### src/rtl/keylock_pkg.sv
// Shared definitions for the keylock front end and controller: command key
// codes, the 4x4 keypad code table and the scanner state encoding.
package keylock_pkg;

    localparam logic [3:0] KEY_ABORT = 4'd7;
    localparam logic [3:0] KEY_REPRO = 4'd8;
    localparam logic [3:0] KEY_LOCK  = 4'd9;

    // Indexed by {row, col}; column c corresponds to col_n[c], row r to row_n[r].
    localparam logic [3:0] KEY_MAP [16] = '{
        4'd1,      4'd2,      4'd3,     4'd10,
        4'd4,      4'd5,      4'd6,     4'd11,
        KEY_ABORT, KEY_REPRO, KEY_LOCK, 4'd12,
        4'd14,     4'd0,      4'd15,    4'd13
    };

    typedef enum logic [1:0] {
        SCAN     = 2'd0,
        DEBOUNCE = 2'd1,
        REPORT   = 2'd2,
        HOLD     = 2'd3
    } key_state_t;

    function automatic logic [3:0] key_code(input logic [1:0] row, input logic [1:0] col);
        return KEY_MAP[{row, col}];
    endfunction

endpackage

### src/rtl/keypad_sync.sv
// Two-flop synchroniser for the asynchronous keypad column inputs.
// Resets to all-ones so an idle (pulled-up) keypad is seen from the first cycle.
module keypad_sync #(
    parameter int W = 4
) (
    input  logic         clk,
    input  logic         reset,
    input  logic [W-1:0] i_d,
    output logic [W-1:0] o_q
);

    logic [W-1:0] r_meta;
    logic [W-1:0] r_sync;

    always_ff @(posedge clk) begin
        if (reset) begin
            r_meta <= '1;
            r_sync <= '1;
        end else begin
            r_meta <= i_d;
            r_sync <= r_meta;
        end
    end

    assign o_q = r_sync;

endmodule

### src/rtl/keypad_scanner.sv
// 4x4 matrix keypad scanner with debounce; one rdy strobe per accepted press.
// Optional auto-repeat while a key is held: define KEYPAD_REPEAT_EN.
module keypad_scanner
    import keylock_pkg::*;
#(
    parameter int SCAN_DIV        = 16,
    parameter int DEBOUNCE_CYCLES = 1000,
    parameter int REPEAT_CYCLES   = 25000000
) (
    input  logic       clk,
    input  logic       reset,
    input  logic [3:0] col_n,
    output logic [3:0] row_n,
    output logic [3:0] keypress,
    output logic       rdy,
    output logic       key_down
);

    localparam int DW = $clog2(SCAN_DIV + 1);
    localparam int BW = $clog2(DEBOUNCE_CYCLES + 1);
    localparam logic [DW-1:0] DWELL_LAST = DW'(SCAN_DIV - 1);
    localparam logic [BW-1:0] DEB_LAST   = BW'(DEBOUNCE_CYCLES - 1);

    logic [3:0]    w_cs;
    key_state_t    r_state, w_state_nxt;
    logic [1:0]    r_row, w_row_nxt;
    logic [1:0]    r_col, w_col_nxt;
    logic [3:0]    r_pat, w_pat_nxt;
    logic [DW-1:0] r_dwell, w_dwell_nxt;
    logic [BW-1:0] r_deb, w_deb_nxt;
    logic [3:0]    r_keypress, w_keypress_nxt;
    logic          r_rdy, w_rdy_nxt;
    logic          r_key_down, w_key_down_nxt;
    logic          w_single;
    logic [1:0]    w_col_idx;
    logic          w_released;

`ifdef KEYPAD_REPEAT_EN
    localparam int RW = $clog2(REPEAT_CYCLES + 1);
    localparam logic [RW-1:0] REP_LAST = RW'(REPEAT_CYCLES - 1);
    logic [RW-1:0] r_rep, w_rep_nxt;
`endif

    keypad_sync #(.W(4)) u_sync (
        .clk   (clk),
        .reset (reset),
        .i_d   (col_n),
        .o_q   (w_cs)
    );

    // Only a single low column is a valid press; two or more is ghosting.
    always_comb begin
        w_single  = 1'b0;
        w_col_idx = 2'd0;
        case (w_cs)
            4'b1110: begin w_single = 1'b1; w_col_idx = 2'd0; end
            4'b1101: begin w_single = 1'b1; w_col_idx = 2'd1; end
            4'b1011: begin w_single = 1'b1; w_col_idx = 2'd2; end
            4'b0111: begin w_single = 1'b1; w_col_idx = 2'd3; end
            default: begin w_single = 1'b0; w_col_idx = 2'd0; end
        endcase
    end

    assign w_released = (w_cs == 4'b1111);

    always_comb begin
        w_state_nxt    = r_state;
        w_row_nxt      = r_row;
        w_col_nxt      = r_col;
        w_pat_nxt      = r_pat;
        w_dwell_nxt    = r_dwell;
        w_deb_nxt      = r_deb;
        w_keypress_nxt = r_keypress;
        w_rdy_nxt      = 1'b0;
        w_key_down_nxt = r_key_down;
`ifdef KEYPAD_REPEAT_EN
        w_rep_nxt      = r_rep;
`endif
        case (r_state)
            SCAN: begin
                if (r_dwell == DWELL_LAST) begin
                    w_dwell_nxt = '0;
                    w_deb_nxt   = '0;
                    if (w_single) begin
                        w_state_nxt = DEBOUNCE;
                        w_col_nxt   = w_col_idx;
                        w_pat_nxt   = w_cs;
                    end else begin
                        w_row_nxt = r_row + 2'd1;
                    end
                end else begin
                    w_dwell_nxt = r_dwell + DW'(1);
                end
            end
            DEBOUNCE: begin
                if (w_cs != r_pat) begin
                    w_state_nxt = SCAN;
                    w_dwell_nxt = '0;
                    w_deb_nxt   = '0;
                end else if (r_deb == DEB_LAST) begin
                    // rdy and keypress are registered so both are valid in REPORT.
                    w_state_nxt    = REPORT;
                    w_deb_nxt      = '0;
                    w_rdy_nxt      = 1'b1;
                    w_keypress_nxt = key_code(r_row, r_col);
                end else begin
                    w_deb_nxt = r_deb + BW'(1);
                end
            end
            REPORT: begin
                w_state_nxt    = HOLD;
                w_key_down_nxt = 1'b1;
                w_deb_nxt      = '0;
`ifdef KEYPAD_REPEAT_EN
                w_rep_nxt      = RW'(1);
`endif
            end
            HOLD: begin
                if (w_released) begin
`ifdef KEYPAD_REPEAT_EN
                    w_rep_nxt = '0;
`endif
                    if (r_deb == DEB_LAST) begin
                        w_state_nxt    = SCAN;
                        w_key_down_nxt = 1'b0;
                        w_row_nxt      = r_row + 2'd1;
                        w_dwell_nxt    = '0;
                        w_deb_nxt      = '0;
                    end else begin
                        w_deb_nxt = r_deb + BW'(1);
                    end
                end else begin
                    w_deb_nxt = '0;
`ifdef KEYPAD_REPEAT_EN
                    if (r_rep == REP_LAST) begin
                        w_rep_nxt = '0;
                        w_rdy_nxt = 1'b1;
                    end else begin
                        w_rep_nxt = r_rep + RW'(1);
                    end
`endif
                end
            end
            default: w_state_nxt = SCAN;
        endcase
    end

    always_ff @(posedge clk) begin
        if (reset) begin
            r_state    <= SCAN;
            r_row      <= 2'd0;
            r_col      <= 2'd0;
            r_pat      <= 4'hF;
            r_dwell    <= '0;
            r_deb      <= '0;
            r_keypress <= 4'd0;
            r_rdy      <= 1'b0;
            r_key_down <= 1'b0;
`ifdef KEYPAD_REPEAT_EN
            r_rep      <= '0;
`endif
        end else begin
            r_state    <= w_state_nxt;
            r_row      <= w_row_nxt;
            r_col      <= w_col_nxt;
            r_pat      <= w_pat_nxt;
            r_dwell    <= w_dwell_nxt;
            r_deb      <= w_deb_nxt;
            r_keypress <= w_keypress_nxt;
            r_rdy      <= w_rdy_nxt;
            r_key_down <= w_key_down_nxt;
`ifdef KEYPAD_REPEAT_EN
            r_rep      <= w_rep_nxt;
`endif
        end
    end

    assign row_n    = ~(4'b0001 << r_row);
    assign keypress = r_keypress;
    assign rdy      = r_rdy;
    assign key_down = r_key_down;

endmodule

### config.mk
export PLATFORM = sky130hd
export DESIGN_NAME = keypad_scanner
export DESIGN_NICKNAME = d
export VERILOG_FILES = /design/src/rtl/keylock_pkg.sv /design/src/rtl/keypad_sync.sv /design/src/rtl/keypad_scanner.sv
export SDC_FILE = /design/constraint.sdc
export NUM_CORES = 1
export LEC_CHECK = 0
export ABC_AREA = 0
export BUFFER_PORTS_ARGS = -buffer_cell sky130_fd_sc_hd__buf_2
export CAP_MARGIN = 25
export CORE_UTILIZATION = 50
export CTS_CLUSTER_SIZE = 40
export DETAILED_ROUTE_END_ITERATION = 10
export PLACE_DENSITY = 0.71
export SETUP_SLACK_MARGIN = 0.4
export SYNTH_ARGS = -nofsm -noshare
export SYNTH_HDL_FRONTEND = slang
export SYNTH_SLANG_ARGS = --single-unit
### constraint.sdc
create_clock -name clk -period 2.1 [get_ports clk]
set_input_delay 0.42 -clock clk [delete_from_list [all_inputs] [get_ports clk]]
set_output_delay 0.42 -clock clk [all_outputs]
set_load 0.02 [all_outputs]
**Word level (Yosys, flattened, before mapping)**

Memory sizes are Yosys's and may differ from the RTL's. A register that Yosys moved wholly into a read port is not among the register bits.
Cells that the tools add are included.

- Add/sub/neg operators: 3
- Multiply operators: 0
- Div/mod/pow operators: 0
- Magnitude comparators: 0
- Equality and inequality tests: 18
- Shift operators: 1
- Muxes and demuxes: 28
- Bitwise operators: 4
- Reductions and logical operators: 12

Operator list:

| cell | count |
|---|---|
| 10-bit 2-to-1 mux | 4 |
| 10-bit case mux with 4 select lines | 1 |
| 2-bit 2-to-1 mux | 10 |
| 5-bit 2-to-1 mux | 4 |
| 4-bit equality test (second input constant) | 4 |
| 5-bit case mux with 3 select lines | 1 |
| 2-bit inequality test (second input constant) | 6 |
| 10-bit by 1-bit adder with 10-bit output (second input constant) | 1 |
| 10-bit equality test (second input constant) | 1 |
| 5-bit AND reduction | 2 |
| 3-bit AND reduction | 3 |
| 2-bit case mux with 4 select lines | 1 |
| 2-bit case mux with 3 select lines | 1 |
| 5-bit by 1-bit adder with 5-bit output (second input constant) | 1 |
| 5-bit by 4-bit equality test with 1-bit output (second input constant) | 1 |
| 4-bit NOT with 5-bit output | 1 |
| 2-bit equality test (second input constant) | 2 |
| 4-bit by 3-bit equality test with 1-bit output (second input constant) | 1 |
| 1-bit 2-to-1 mux | 4 |
| 4-bit inequality test | 1 |
| 4-bit NOT | 1 |
| 2-bit case mux with 2 select lines | 1 |
| 4-bit AND reduction | 1 |
| 2-bit nonzero test | 2 |
| other kinds (10) | 11 |

- Flip-flop bits (word level): 35
- Latch bits: 0
- RAM bits: 0
- Memory bits (read-only): 64
- Input bits: 6
- Output and inout bits: 10
- Memories: 1

Memory list:

| name | words | width | read ports | clocked after memory_dff | wr ports | RTL line | RTL |
|---|---|---|---|---|---|---|---|
| (name not given) | 16 | 4 | 1 | 1 | 0 | keylock_pkg.sv:25 | `return KEY_MAP[{row, col}];` |

**Longest topological paths before layout**

- Depth after elaboration: 6
- Mapped depth: 8
- Depth with buffers taken out: 7

**Hierarchy**

Synthesis repeated with hierarchy kept, for this count alone.

- Cell total of the unflattened synthesis: 248
- Area total of the unflattened synthesis: 2,150.8 um^2

Modules (own cells, without submodules):

| module | times used | cells an instance | area each (um^2) | sequential area each (um^2) |
|---|---|---|---|---|
| keypad_scanner | 1 | 232 | 1,940.6 | 620.6 |
| keypad_sync | 1 | 16 | 210.2 | 160.2 |

**Least setup slack after synthesis**

No wires, ideal clock.

- Path kind: register -> register
- From: register r_deb[0]
- To: register r_dwell[0]
- Arrival time: 2.149 ns
- Slack: -0.120 ns
- Cell stages (with the launch flop): 9
- Buffers on the path: 2
- Clock period less this slack: 2.220 ns
- Path through: dfxtp_1 ha_1 nand2_1 or4_4 buf_6 o21a_1 buf_6 or4b_1 a21oi_1

- Cells in the longest elaborated chain, start to end: 3

Ends and longest elaborated chain:

| element | RTL line | RTL |
|---|---|---|
| start, declared | keypad_scanner.sv:30 | `logic [BW-1:0] r_deb, w_deb_nxt;` |
| start signal, assigned | keypad_scanner.sv:168 | `r_deb <= w_deb_nxt;` |
| 10-bit equality test | keypad_scanner.sv:123 | `if (r_deb == DEB_LAST) begin` |
| 2-bit inequality test (no line) | - |  |
| 4-bit AND reduction (no line) | - |  |
| end signal, assigned | keypad_scanner.sv:167 | `r_dwell <= w_dwell_nxt;` |
| end, declared | keypad_scanner.sv:29 | `logic [DW-1:0] r_dwell, w_dwell_nxt;` |

No other way between the ends.
A chain may end at the register's enable or synchronous reset.

**Worst setup path in the final report**

Same ends and word-level chain as after synthesis.

==> metrics.md <==
| Metric | Value |
|---|---|
| Syn Area/Cell | `8.70 um^2` |
| Die Ht | `66.6 um` |
| Synth area leaders | `dfxtp_1, ha_1, mux2i_1` |
| Detailed Route WL | `4080 um` |
| Post-synth ARST share | `0%` |
| Most frequent cells in the layout | `dfxtp_1, nand2_1, buf_4` |
| R2r startpoint | `r_deb[0]` |
| Worst Tran Pin Value | `575 ps` |
| First-pass GRT wire length | `6840 um` |
| Pin count of the biggest net entering global routing | `22` |
| Setup crit end kind | `flip-flop` |
| Ports | `16` |
| Die X | `66.6 um` |
| # nets final | `286` |
| Clock latency on the worst-skew pair | `290 ps` |
| Max-cap violation count | `0` |
| Max Clock Skew | `6.22 ps` |
| Post-synthesis sequential area ratio | `37.4%` |
| Primary FF master, synth | `dfxtp_1` |
| Row count | `23` |
| Storage element area | `805 um^2` |
| CP Launch Point | `r_deb[0]` |
| Yosys top cell area share | `37.4%` |
| P&R area growth vs syn | `20.1%` |
| Setup violators final | `0` |
| Hold_buf cts | `0` |
| Mapped cell area | `2090 um^2` |
| Root buf cell | `clkbuf_8` |
| Via density | `5.45` |
| Initial Utilization | `52.2%` |
| Max rail drop VDD | `0.516 mV` |
| Post-route antenna net violation count | `0` |
| Finished Cell Area | `2510 um^2` |
| Max Freq | `509 MHz` |
| Critical Path RT | `2330 ps` |
| Clk buf depth | `2` |
| Final Hold Vio Count | `0` |
| Vias | `1717` |
| Crit path arrival time | `2190 ps` |
| Pre-CTS setup slack | `81.7 ps` |
| H-tree levels | `2` |
| Unrepaired setup endpoints after global routing | `yes` |
| Yosys warning total | `0` |
| Startpoint Class | `flip-flop` |
| Port bufs | `15` |
| Outcome | `finished, final reports clean` |
| Num CTS Buffers | `5` |
| Hold_sp | `col_n[0]` |
| Detailed Route Iter0 Violations | `69` |
| Area leader, netlist | `dfxtp_1` |
| Max Transition Viols Final | `0` |
| Die area | `4440 um^2` |
| Core footprint | `4000 um^2` |
| First-pass detailed-route iteration total | `4` |
| Syn_nets | `262` |
| Layout cells sized above 1 | `31.3%` |
| Vias in the first global route | `1502` |
| Dpl hpwl | `2790 um` |
| Pwr/cell area | `621 nW/um^2` |
| Number of enable flip-flop cells after synthesis | `0` |
| Period utilisation layout | `93.6%` |
| Static Leakage | `0.976 nW` |
| Initial antenna violation count | `0` |
| Synth Instances | `240` |
| Min-delay worst type | `in -> reg` |
| Crit Path Category | `reg -> reg` |
| Filler cells | `359` |
| Worst Path Max Fanout | `7` |
| Synth Register Bits | `39` |
| Aggregate global routing overflow | `0` |
| Post-synth cell types | `45` |
| Tot GR Track Use | `20.5%` |
| # clock sinks | `39` |
| Worst rel slew slack | `61.6%` |
| Commonest non-fill, non-tap cell in the layout | `dfxtp_1` |
| Drt wl/cell | `13.0 um` |
| Setup ws final | `135 ps` |
| Multi-input logic area | `1280 um^2` |
| # diodes | `0` |
| Cell Area, Placed | `2230 um^2` |
| CTS tree | `done` |
| RePlAce Congestion | `0.813` |
| Reg clk slew, reported paths | `80 ps` |
| DRC Markers | `0` |
| Period minus WS final | `1960 ps` |
[metal layers]
metal | global-route usage [%] | wire [um] | up-vias
li1 | - | - | 885
met1 | 25.0 | 1910 | 806
met2 | 35.2 | 2020 | 21
met3 | 4.62 | 98 | 5
met4 | 6.38 | 55 | 0
met5 | 0 | 0 | -
[cells in the mapped netlist (2+ instances only)]
master / count
buf_6: 2
a211oi_1: 4
clkbuf_1: 14
a21oi_1: 14
nor3b_1: 2
or2_2: 8
nand4b_1: 3
nand2b_1: 2
nor4_1: 2
and3_1: 2
nand4_1: 5
nand3_1: 6
xnor2_1: 10
nor3_1: 16
ha_1: 16
xor2_1: 5
o21ai_0: 8
or3_1: 4
dfxtp_1: 39
a32o_1: 2
o22ai_1: 3
inv_1: 14
nand2_1: 22
nor2_1: 8
mux2i_1: 9
[final cells by class]
cell class	instances	area share, %
Inverter	15	2.25
Clock inverter	3	0.799
Clock buffer	5	2.75
Tap cell	50	2.50
Timing Repair Buffer	34	8.69
Multi-Input combinational cell	169	50.9
Sequential cell	39	32.1
[path summary, 6_finish.rpt]
check | endpoint | slack (ps) | cells past startpoint
worst max-delay path | r_dwell[0] | 140 | 6
worst min-delay path | u_sync.r_meta[0] | 310 | 2
worst max register to register | r_dwell[0] | 140 | 6
worst min register to register | u_sync.o_q[0] | 410 | 1
[repair_timing]
item / CTS / global route
buffers inserted: 11 / 1
pin swaps: 10 / 5
resized for setup: 20 / 10
endpoints found under the setup margin: 28 / 29
[kinds of logic after synthesis]
| family | count (synthesis) | synth area share (%) |
|---|---|---|
| and+or+nand+nor | 87 | 22.8 |
| muxes | 10 | 4.86 |
| DFF | 39 | 37.4 |
| AOI/OAI and AO/OA | 41 | 12.5 |
| xor gates and xnor gates | 15 | 6.29 |
| buffers and inverters | 32 | 6.53 |
| adders and majority gates | 16 | 9.59 |
[sequential cells by signal, indices dropped and copies added (netlist names), named ones only]
signal,count
r_deb,10
keypress,4
r_col,2
r_state,1
rdy,1
key_down,1
u_sync.r_meta,4
r_row,2
r_pat,4
u_sync.o_q,4
r_dwell,5
[power breakdown]
group          total [mW]  internal [mW]  leakage, nW  switching, mW
Clock               0.497          0.231       0.0402          0.266
Sequential          0.800          0.768        0.322         0.0314
Combinational       0.259          0.119        0.614          0.140
Total                1.56           1.12        0.976          0.437
[worst max-delay path, cell delays in order (launching register included)]
cell,delay [ps]
dfxtp_4,360
ha_4,140
nand2_2,40
or4_4,510
o21a_4,230
or4b_1,500
a21oi_1,130
[per-stage QoR]
stage	setup TNS [ps]	utilization, %	power (mW)	hold WS (ps)	std cells
floorplan	-5.46	-	0.984	389	240
global placement	0	55.7	1.03	391	295
detailed placement	0	55.7	1.03	394	295
finish	0	62.7	1.56	306	315
global route	0	62.7	1.63	297	315
CTS	0	61.7	1.56	298	314
No activity file was read; power rests on OpenSTA's default activity.
